File: src/rtl/bist_sig_analyzer.sv
// BIST response compactor: MISR signature over PATTERNS captures, then golden compare -> done/pass.
// Optional feature macro: SIG_XMASK_EN (masks XMASK bits of resp before compaction).
//
// state     | meaning
// ----------+------------------------------------------------------------
// S_IDLE    | waiting for start; capture_en ignored
// S_COMPACT | folding resp into the MISR on each capture_en cycle
// S_COMPARE | one cycle; latches signature==GOLDEN
// S_DONE    | verdict held on done/pass, signature frozen until start
module bist_sig_analyzer #(
  parameter int                WIDTH    = 49,
  parameter int                PATTERNS = 2000,
  parameter int                CNT_W    = 16,
  parameter logic [WIDTH-1:0]  POLY     = WIDTH'(49'h0_0000_0000_0201),
  parameter logic [WIDTH-1:0]  GOLDEN   = '0,
  parameter logic [WIDTH-1:0]  XMASK    = '0
) (
  input  logic             clk,
  input  logic             rst,
  input  logic             start,
  input  logic             capture_en,
  input  logic [WIDTH-1:0] resp,
  output logic             done,
  output logic             pass,
  output logic [WIDTH-1:0] signature
);

  typedef enum logic [1:0] {S_IDLE, S_COMPACT, S_COMPARE, S_DONE} state_t;

  localparam logic [CNT_W-1:0] LAST_CNT = CNT_W'(PATTERNS - 1);

  state_t           r_state, w_state_nxt;
  logic [WIDTH-1:0] r_sig;
  logic [CNT_W-1:0] r_count;
  logic             r_match, r_done, r_pass;
  logic             w_clr, w_capture, w_last;
  logic [WIDTH-1:0] w_resp_eff, w_sig_nxt;

`ifdef SIG_XMASK_EN
  assign w_resp_eff = resp & ~XMASK;
`else
  // Keeps XMASK referenced in the unmasked build; folds to a plain wire.
  assign w_resp_eff = resp | (XMASK & {WIDTH{1'b0}});
`endif

  assign w_sig_nxt = {r_sig[WIDTH-2:0], 1'b0}
                   ^ (r_sig[WIDTH-1] ? POLY : {WIDTH{1'b0}})
                   ^ w_resp_eff;

  always_comb begin
    w_state_nxt = r_state;
    w_clr       = 1'b0;
    w_capture   = 1'b0;
    w_last      = 1'b0;
    case (r_state)
      S_IDLE: begin
        if (start) begin
          w_state_nxt = S_COMPACT;
          w_clr       = 1'b1;
        end
      end
      S_COMPACT: begin
        // start wins over capture_en; that cycle's response is dropped
        if (start) begin
          w_clr = 1'b1;
        end else if (capture_en) begin
          w_capture = 1'b1;
          if (r_count == LAST_CNT) begin
            w_last      = 1'b1;
            w_state_nxt = S_COMPARE;
          end
        end
      end
      S_COMPARE: begin
        if (start) begin
          w_state_nxt = S_COMPACT;
          w_clr       = 1'b1;
        end else begin
          w_state_nxt = S_DONE;
        end
      end
      S_DONE: begin
        if (start) begin
          w_state_nxt = S_COMPACT;
          w_clr       = 1'b1;
        end
      end
      default: w_state_nxt = S_IDLE;
    endcase
  end

  always_ff @(posedge clk) begin
    if (!rst) begin
      r_state <= S_IDLE;
      r_sig   <= '0;
      r_count <= '0;
      r_match <= 1'b0;
      r_done  <= 1'b0;
      r_pass  <= 1'b0;
    end else begin
      r_state <= w_state_nxt;
      if (w_clr) begin
        r_sig   <= '0;
        r_count <= '0;
      end else if (w_capture) begin
        r_sig <= w_sig_nxt;
        if (!w_last) r_count <= r_count + 1'b1;
      end
      if (w_clr) r_match <= 1'b0;
      else if (r_state == S_COMPARE) r_match <= (r_sig == GOLDEN);
      // Pin stage: verdict reaches bistdone/bistpass one edge after COMPARE
      r_done <= (r_state == S_DONE) && !w_clr;
      r_pass <= (r_state == S_DONE) && !w_clr && r_match;
    end
  end

  assign done      = r_done;
  assign pass      = r_pass;
  assign signature = r_sig;

endmodule

File: config.mk
export PLATFORM = sky130hd
export DESIGN_NAME = bist_sig_analyzer
export DESIGN_NICKNAME = d
export VERILOG_FILES = /design/src/rtl/bist_sig_analyzer.sv
export SDC_FILE = /design/constraint.sdc
export NUM_CORES = 1
export LEC_CHECK = 0
export ABC_AREA = 1
export BUFFER_PORTS_ARGS = -buffer_cell sky130_fd_sc_hd__buf_4
export CAP_MARGIN = 20
export CORE_UTILIZATION = 52
export DETAILED_ROUTE_END_ITERATION = 6
export MAX_ROUTING_LAYER = met4
export PLACE_DENSITY = 0.88
export SLEW_MARGIN = 20
export SYNTH_ARGS = -nofsm -noshare
export SYNTH_HDL_FRONTEND = slang
export SYNTH_SLANG_ARGS = --single-unit
File: constraint.sdc
create_clock -name clk -period 1.6 [get_ports clk]
set_input_delay 0.08 -clock clk [delete_from_list [all_inputs] [get_ports clk]]
set_output_delay 0.08 -clock clk [all_outputs]
set_load 0.05 [all_outputs]
==> results of run 1 <==
==> area by class of cell <==
type,count,area share [%]
Multi-Input combinational cell,324,39.5
Timing Repair Buffer,111,18.7
Tap cell,77,2.05
Clock inverter,5,1.25
Sequential cell,70,29.9
Clock buffer,11,3.00
Inverter,71,5.66
==> metal layers <==
layer	up-vias	global-route usage (%)	wire, µm
met3	23	4.09	444
met1	1657	32.0	3880
li1	1753	-	-
met5	-	-	0
met2	114	46.0	4880
met4	0	12.6	221
==> per-stage QoR <==
stage / total power, mW / setup TNS, ns / hold slack [ns] / area, µm² / utilization [%]
floorplan: 2.79 / 0 / 0.200 / 3600 / -
global placement: 3.13 / 0 / 0.313 / 4430 / 68.2
detailed placement: 3.18 / -0.00455 / 0.327 / 4430 / 68.2
CTS: 4.62 / 0 / 0.0275 / 4640 / 71.4
global route: 4.92 / -0.0271 / 0.0501 / 4710 / 72.5
finish: 4.67 / 0 / 0.0345 / 4710 / 72.5
==> worst reg2reg max path: cells and delay by family, from the launching register on <==
family | cells | cell delay [ns]
simple gates | 3 | 0.55
flops | 1 | 0.40
fa+ha+maj | 1 | 0.26
buf+inv | 1 | 0.18
==> what timing repair did <==
action	in CTS	in global routing
cloned	0	1
setup endpoints to repair	1	23
endpoints found under the hold margin	1	0
buffers inserted	0	1
hold buffers	1	0
gates resized for setup	1	7
==> cell families (layout without fill, tap and decap cells) <==
logic type                 count (synthesis)  count (layout)
AOI/OAI and AO/OA                        117             117
xor gates and xnor gates                  60              60
adders and majority gates                  5               5
buffers and inverters                     90             198
DFF                                       70              70
muxes                                      1               1
and+or+nand+nor                          141             141
==> cells in the mapped netlist, drive strengths merged <==
| cell type | instances |
|---|---|
| a21oi | 66 |
| and2 | 1 |
| buf | 6 |
| clkbuf | 13 |
| clkinv | 1 |
| dfxtp | 70 |
| ha | 5 |
| inv | 70 |
| mux2i | 1 |
| nand2 | 72 |
| nand3 | 13 |
| nand4 | 15 |
| nor2 | 34 |
| nor3 | 4 |
| o21ai | 51 |
| or2 | 2 |
| xnor2 | 6 |
| xor2 | 54 |
==> cells in the final DEF (no fill, tap or decap), types with 2 or more instances in the layout <==
master and count:
buf_4 107, nand2_1 71, inv_1 67, dfxtp_1 67, a21oi_1 62, xor2_1 54, o21ai_0 41, nor2_1 33
nand4_1 14, nand3_1 11, o21ai_1 10, clkbuf_8 10, xnor2_1 6, ha_1 4, inv_2 3, a21oi_2 3
nor3_1 3, or2_2 2, clkinvlp_4 2, buf_12 2, dfxtp_2 2
==> sequential cells by signal (all words and copies together) (netlist names) <==
register and flops:
r_count 16, pass 1, done 1, signature 49, r_match 1, r_state 2
==> how the worst max path moves through the flow <==
| stage | to | depth (start not counted) |
|---|---|---|
| 2_1_floorplan | signature[48]$_SDFFE_PP0P_ | 6 |
| 3_3_place_gp | r_count[13]$_SDFFE_PP0P_ | 6 |
| 3_5_place_dp | r_count[0]$_SDFFE_PP0P_ | 6 |
| 4_1_cts | r_count[0]$_SDFFE_PP0P_ | 7 |
| 5_1_grt | r_count[7]$_SDFFE_PP0P_ | 6 |
| 6_report | r_count[0]$_SDFFE_PP0P_ | 5 |
==> power groups by stage <==
stage	clock network [mW]	registers, mW	logic (mW)
2_1_floorplan	0	2.16	0.628
3_3_place_gp	0	1.96	1.17
3_5_place_dp	0	1.97	1.21
4_1_cts	1.46	1.93	1.23
5_1_grt	1.57	1.95	1.41
6_report	1.45	1.93	1.28
==> flow_summary.ini, run 1 <==
[run_status]
status = finished clean

[route]
drt-total-wl_um = 9430
routed_via_density = 5.30
drc_errors = 0
wire_per_inst_um = 14.1
drt_iter0_drc = 192
postRouteAntennaNets = 0
first_pass_iters = 4
dr_total_vias = 3547

[clock_tree]
clock_path_buffers = 2
clkTransAtPathRegs_ns = 0.08
cts.sinks = 70
clk_latency_ns = 0.34
cts_root_buf = clkbuf_8
cts_tree = yes
cts_made_buffers = 9
cts-htree-levels = 3

[setup_path]
cp_slowest_cell = dfxtp_1
cp_common_cell = nor2_1
timing.rr.end = r_count[0]$_SDFFE_PP0P_
worstPathMaxFanout = 16
cpPeakStageDelay_ns = 0.40
cpLargestDelayFamily = simple AND/OR/NAND/NOR gates
r2r_slack_ns = 0.10
r2r_start = r_state[0]$_SDFFE_PN0P_
crit_required_ns = 1.83
crit_chain = ha_1, buf_4, nand4_4, nor2_1, nor2_1
worstPathBufferInverterCount = 1
cp-end-kind = flip-flop
crit_type = reg2reg
critPathLaunch = r_state[0]$_SDFFE_PN0P_
cp-start-kind = flip-flop
critical_path_arrival_ns = 1.73
r2r_cells = 5

[synth]
yosys-top-cells-area = dfxtp_1 39%, xor2_1 13%, a21oi_1 8.6%, nand2_1 7.5%, inv_1 7.0%
synth_top_family_by_area = simple AND/OR/NAND/NOR gates
yosys.area_share.simple_pct = 17.7
syn-num-nets = 542
synth-seq-area-share_pct = 39.0
synth_top_area_share_pct = 39.0
synth_area_leader_cell = dfxtp_1
yosysWarnings = 0
synthMuxAreaShare_pct = 0.278
synthCells = 484
syn_area_per_cell_um2 = 7.43
synth-xor-area-share_pct = 14.6
synth_area_mm2 = 0.00360
synth_compound_area_share_pct = 16.9
synthAdderAreaFrac_pct = 1.74
synth-seq-cells = 70
synthDistinctLibCells = 29

[timing]
fin_crit_ns = 1.50
slew_headroom_pct = 53.9
setup_viol = 0
report.final.slew_viol_count = 0
finClkSkew_ns = 0.0132
timing.final.ws_setup_ns = 0.100
hold_viol = 0
post-route-period-util_pct = 93.7
fmax_ghz = 0.667
worstMarginPinSlew_ns = 0.691

[cells_and_area]
layout-drive-gt1-share_pct = 24.3
area_growth_pct = 30.8
nets = 645
antennaDiodeCount = 0
nFillCells = 469
ff_latch_area_mm2 = 0.00141
multi_input_area_mm2 = 0.00186
fin_cells = 669

[global_routing]
globalRouteOverflowTotal = 0
grt_first_pass_wirelength_um = 15200
antenna_found_initial = 0
groute.usage.overall_pct = 27.3
grt_pass1_vias = 3368
grt_max_degree = 59

[hold_path]
hold_class = in2reg
hold-path-endpoint = signature[10]$_SDFFE_PP0P_
hp-start = resp[10]
hold_path_depth = 4

[place]
gp_congestion = 0.893
placed_cells = 650
io_buffers = 103
dpl.hpwl_um = 6550
dpl_worst_slack_ns = -0.00455

[power_and_ir_drop]
seqPwrFrac_pct = 41.4
max-vdd-ir-drop_mv = 0.708
power.net_switching_mw = 1.58
combPwrFrac_pct = 27.4
power_leakage_nw = 2.08
p_int_mw = 3.09
netSwitchingFraction_pct = 33.9
pwr-share-clk_pct = 31.1
pwr_density_cell_mw_per_mm2 = 993

[flow_run]
max-cap-violations = 0

[die]
die_h_um = 85.2
die_area_mm2 = 0.00725
start_util_pct = 55.4
ios = 104
coreArea_mm2 = 0.00649
num_rows = 29
die_x_um = 85.2
Power figures use the tool's default switching activity.
==> run 2, diff against run 1 <==
--- a/config.mk
+++ b/config.mk
@@ -5,13 +5,12 @@
 export SDC_FILE = /design/constraint.sdc
 export NUM_CORES = 1
 export LEC_CHECK = 0
-export ABC_AREA = 1
 export BUFFER_PORTS_ARGS = -buffer_cell sky130_fd_sc_hd__buf_4
 export CAP_MARGIN = 20
-export CORE_UTILIZATION = 52
+export CORE_UTILIZATION = 46
 export DETAILED_ROUTE_END_ITERATION = 6
 export MAX_ROUTING_LAYER = met4
-export PLACE_DENSITY = 0.88
+export PLACE_DENSITY = 0.84
 export SLEW_MARGIN = 20
 export SYNTH_ARGS = -nofsm -noshare
 export SYNTH_HDL_FRONTEND = slang
==> constraint.sdc (replaced) <==
create_clock -name clk -period 1.2 [get_ports clk]
set_input_delay 0.06 -clock clk [delete_from_list [all_inputs] [get_ports clk]]
set_output_delay 0.06 -clock clk [all_outputs]
set_load 0.05 [all_outputs]
==> run 2 against run 1 <==
Net effect: the flow now stops in global routing; synthesized cell count decreased by 25%; synthesized area is 9.1% lower.
==> flow_summary.ini, run 2 <==
[run_status]
stop_stage = global routing
tool.error = [ERROR GRT-0232] Routing congestion too high. Check the congestion heatmap in the GUI.
status = did not finish

[die]
die_h_um = 86.3
ios = 104
die_x_um = 86.3
start_util_pct = 47.9
num_rows = 30

[synth]
postSynth.asyncResetShare_pct = 0
synth_common_cells = 70 x dfxtp_1, 57 x nor2_1, 55 x xnor2_1
synthDistinctLibCells = 42
syn-num-nets = 422
synth-seq-area-share_pct = 42.9
synth_area_mm2 = 0.00327
yosysWarnings = 0
yosys-top-cells-area = dfxtp_1 43%, xnor2_1 15%, a211oi_1 11%, nor2_1 6.5%, nor4_1 2.7%
synth_top_area_share_pct = 42.9
synth_ff_type = dfxtp_1
syn_area_per_cell_um2 = 8.98
synth_edf_count = 0
synth_area_leader_cell = dfxtp_1
synth-seq-cells = 70
synthCells = 364
yosysMostFrequentCell = dfxtp_1

[timing]
worst_endpoint = r_count[1]$_SDFFE_PP0P_/D
endpoint_type = sequential cell input

[place]
gp_congestion = 0.911
io_buffers = 103
dpl.hpwl_um = 7240
placed_cells = 634

[clock_tree]
cts.sinks = 70
cts_root_buf = clkbuf_8
cts-htree-levels = 3
clock_path_buffers = 2
cts_made_buffers = 9

[global_routing]
grt_max_degree = 57
globalRouteOverflowTotal = 292
groute.usage.overall_pct = 87.4
-- run 2: cell count changes after synthesis, sizes merged, moves of 16 or more --
cell and change:
nand2 -63, inv -62, a21oi -55, xor2 -54, a211oi +49, xnor2 +49, o21ai -46, nor2 +23
nor4 +16
-- run 2: timing repair --
item / CTS
hold endpoints to repair: 5
resized for setup: 133
pin swaps: 33
hold buffers: 4
setup buffers: 19
endpoints found under the setup margin: 68
gates cloned: 14
-- run 2: through the flow --
| stage | area, µm² | TNS [ns] | setup slack, ns | utilization (%) |
|---|---|---|---|---|
| 2_1_floorplan | 3580 | -11.99 | -0.565 | - |
| 3_3_place_gp | 5040 | -15.82 | -0.594 | 73.8 |
| 3_5_place_dp | 5040 | -18.86 | -0.665 | 73.8 |
| 4_1_cts | 6400 | -23.35 | -0.567 | 93.7 |
-- run 2: logic make-up after synthesis --
logic type / Yosys count / synth area share, %
AO/OA/AOI/OAI: 77 / 16.6
XOR/XNOR: 55 / 14.7
adder cells (fa/ha/maj): 5 / 1.91
buffers and inverters: 30 / 3.48
flip-flops: 70 / 42.9
multiplexers: 1 / 0.306
AND/OR/NAND/NOR: 126 / 20.1
-- run 2: routing by layer --
layer	overflow	global-route usage, %
met5	-	-
met4	81	101
met3	1	55.2
met2	205	111
met1	5	82.5
==> run 3, diff against run 2 <==
--- a/config.mk
+++ b/config.mk
@@ -7,10 +7,9 @@
 export LEC_CHECK = 0
 export BUFFER_PORTS_ARGS = -buffer_cell sky130_fd_sc_hd__buf_4
 export CAP_MARGIN = 20
-export CORE_UTILIZATION = 46
+export CORE_UTILIZATION = 40
 export DETAILED_ROUTE_END_ITERATION = 6
-export MAX_ROUTING_LAYER = met4
-export PLACE_DENSITY = 0.84
+export PLACE_DENSITY_LB_ADDON = 0.15
 export SLEW_MARGIN = 20
 export SYNTH_ARGS = -nofsm -noshare
 export SYNTH_HDL_FRONTEND = slang
==> constraint.sdc (replaced) <==
create_clock -name clk -period 1.6 [get_ports clk]
set_input_delay 0.08 -clock clk [delete_from_list [all_inputs] [get_ports clk]]
set_output_delay 0.08 -clock clk [all_outputs]
set_load 0.05 [all_outputs]
==> run 3 against run 2 <==
Net effect: the flow now finishes, with violations (negative setup slack); synthesized cell count unchanged; synthesized area unchanged.
==> flow_summary.ini, run 3 <==
[place]
dpl.hpwl_um = 6480
dpl_worst_slack_ns = -0.270
place_area_mm2 = 0.00443
io_buffers = 103
gp_congestion = 0.835

[setup_path]
crit_chain = or4b_4, or4_4, a31oi_1, a41o_1
worstPathMaxFanout = 6
cp-end-kind = flip-flop
crit_required_ns = 1.89
worstPathBufferInverterCount = 0
cpPeakStageDelay_ns = 0.56
critical_path_arrival_ns = 2.04
cp-start-kind = flip-flop
cp_slowest_cell = or4_4
crit_type = reg2reg
critPathLaunch = r_count[12]$_SDFFE_PP0P_
cpLargestDelayFamily = simple AND/OR/NAND/NOR gates
r2r_start = r_count[12]$_SDFFE_PP0P_

[global_routing]
antenna_found_initial = 0
groute.usage.overall_pct = 21.0
use_met1_pct = 27.5
grt_first_pass_wirelength_um = 14100
globalRouteOverflowTotal = 0
use_met2_pct = 32.6
grt_pass1_vias = 2953
gr-max-usage-layer = met2
grt_max_degree = 56
use_met3_pct = 6.49

[timing]
hold_ws_ns = 0.0215
fmax_ghz = 0.571
worstMarginPinSlew_ns = 0.574
finClkSkew_ns = 0.00715
timing.final.ws_setup_ns = -0.152
slew_headroom_pct = 61.7
report.final.slew_viol_count = 0
hold_viol = 0
grt_setup_unrepaired = true
setup_viol = 13
fin_crit_ns = 1.75
post-route-period-util_pct = 109

[hold_path]
hp-start = resp[22]
hold_class = in2reg

[synth]
synth_ff_type = dfxtp_1
yosysWarnings = 0
synth-xor-area-share_pct = 14.7
synthAdderAreaFrac_pct = 1.91
synth_area_leader_cell = dfxtp_1
synth_area_mm2 = 0.00327
synth_edf_count = 0
yosysMostFrequentCell = dfxtp_1
synthCells = 364
synthMuxAreaShare_pct = 0.306
yosys-top-cells-area = dfxtp_1 43%, xnor2_1 15%, a211oi_1 11%, nor2_1 6.5%, nor4_1 2.7%
syn-num-nets = 422
postSynth.asyncResetShare_pct = 0
synth-seq-cells = 70
synth_top_area_share_pct = 42.9
synth-seq-area-share_pct = 42.9
yosys.area_share.simple_pct = 20.1
syn_area_per_cell_um2 = 8.98
synth_compound_area_share_pct = 16.6
synth_top_family_by_area = simple AND/OR/NAND/NOR gates
synthDistinctLibCells = 42
synth_common_cells = 70 x dfxtp_1, 57 x nor2_1, 55 x xnor2_1

[power_and_ir_drop]
pwr_density_cell_mw_per_mm2 = 1020
netSwitchingFraction_pct = 31.3
power_leakage_nw = 1.81
p_int_mw = 3.40
power_mw = 4.94
seqPwrFrac_pct = 39.4
pwr-share-clk_pct = 33.1
power.net_switching_mw = 1.55
max-vdd-ir-drop_mv = 0.613
combPwrFrac_pct = 27.5

[die]
coreArea_mm2 = 0.00781
die_h_um = 92.4
die_area_mm2 = 0.00854
start_util_pct = 41.9
ios = 104
num_rows = 32
die_x_um = 92.4

[clock_tree]
cts.sinks = 70
cts-htree-levels = 3
clock_path_buffers = 2
cts_tree = yes
cts_made_buffers = 9
cts_root_buf = clkbuf_8
clkTransAtPathRegs_ns = 0.08
clk_latency_ns = 0.34

[cells_and_area]
layout_commonest_cell = buf_4
area_growth_pct = 47.9
final_area_mm2 = 0.00484
layout-drive-gt1-share_pct = 39.1
nFillCells = 689
antennaDiodeCount = 0
nets = 554
layout_common_cells = 135 x buf_4, 57 x nor2_1, 57 x dfxtp_1, 55 x xnor2_1, 47 x a211oi_1
largest_reg_flops = 49
postLayoutCoreUtil_pct = 61.9

[route]
first_pass_iters = 4
dr_total_vias = 3143
wire_per_inst_um = 14.9
drt_iter0_drc = 135
drc_errors = 0
postRouteAntennaNets = 0
routed_via_density = 5.21
drt-total-wl_um = 9000

[run_status]
violations = negative setup slack
status = finished, violations left

[flow_run]
max-cap-violations = 0
## run 3: cell counts after synthesis
Identical to the previous run, type by type.
## run 3: what timing repair did
action	in CTS	in global routing
pin swaps	14	5
resized for setup	15	12
setup endpoints to repair	13	29
buffers inserted	0	1
hold endpoints to repair	2	0
cloned	0	2
hold buffers	1	0
## run 3: cell type report
type,instances,area (µm²),share of cell area [%]
Multi-Input combinational cell,264,1880,38.9
Tap cell,102,128,2.64
Inverter,8,30.0,0.621
Clock buffer,11,151,3.13
Sequential cell,70,1420,29.3
Timing Repair Buffer,143,1150,23.7
Clock inverter,5,81.3,1.68
## run 3: power groups by stage
| stage | Sequential, mW | Clock (mW) | Combinational [mW] |
|---|---|---|---|
| after floorplan | 2.21 | 0 | 0.584 |
| after global placement | 1.98 | 0 | 1.23 |
| after detailed placement | 1.99 | 0 | 1.26 |
| after CTS | 1.95 | 1.68 | 1.26 |
| after global routing | 1.96 | 1.74 | 1.48 |
| final | 1.95 | 1.64 | 1.36 |
## run 3: worst reg2reg max path: stages (launching register included)
cell and delay (ns):
dfxtp_1 0.31, or4b_4 0.54, or4_4 0.56, a31oi_1 0.18
a41o_1 0.11
## run 3: path summary, 6_finish.rpt
path / endpoint / slack, ns / cells after the start
worst max-delay path: r_count[3]$_SDFFE_PP0P_ / -0.15 / 4
worst min-delay path: signature[22]$_SDFFE_PP0P_ / 0.02 / 3
worst max register to register: r_count[3]$_SDFFE_PP0P_ / -0.15 / 4
worst min register to register: pass$_SDFF_PN0_ / 0.49 / 1
## run 3: kinds of logic (layout without fill, tap and decap cells)
kind of cell    count (synthesis)  in the layout
buf+inv                        30            167
fa+ha+maj                       5              5
mux                             1              1
flops                          70             70
xor+xnor                       55             55
compound gates                 77             77
simple gates                  126            126
## run 3: metal layers
metal	wire, µm	up-vias	part of all wire [%]
li1	-	1575	-
met1	4170	1467	46
met2	4190	89	47
met3	493	12	5.5
met4	143	0	1.6
met5	0	-	0
## run 3: through the flow
step / cells / TNS (ns)
after global routing: 603 / -1.85
after floorplan: 364 / -0.816
after detailed placement: 583 / -1.57
after CTS: 600 / -0.868
final: 603 / -1.07
after global placement: 583 / -1.21
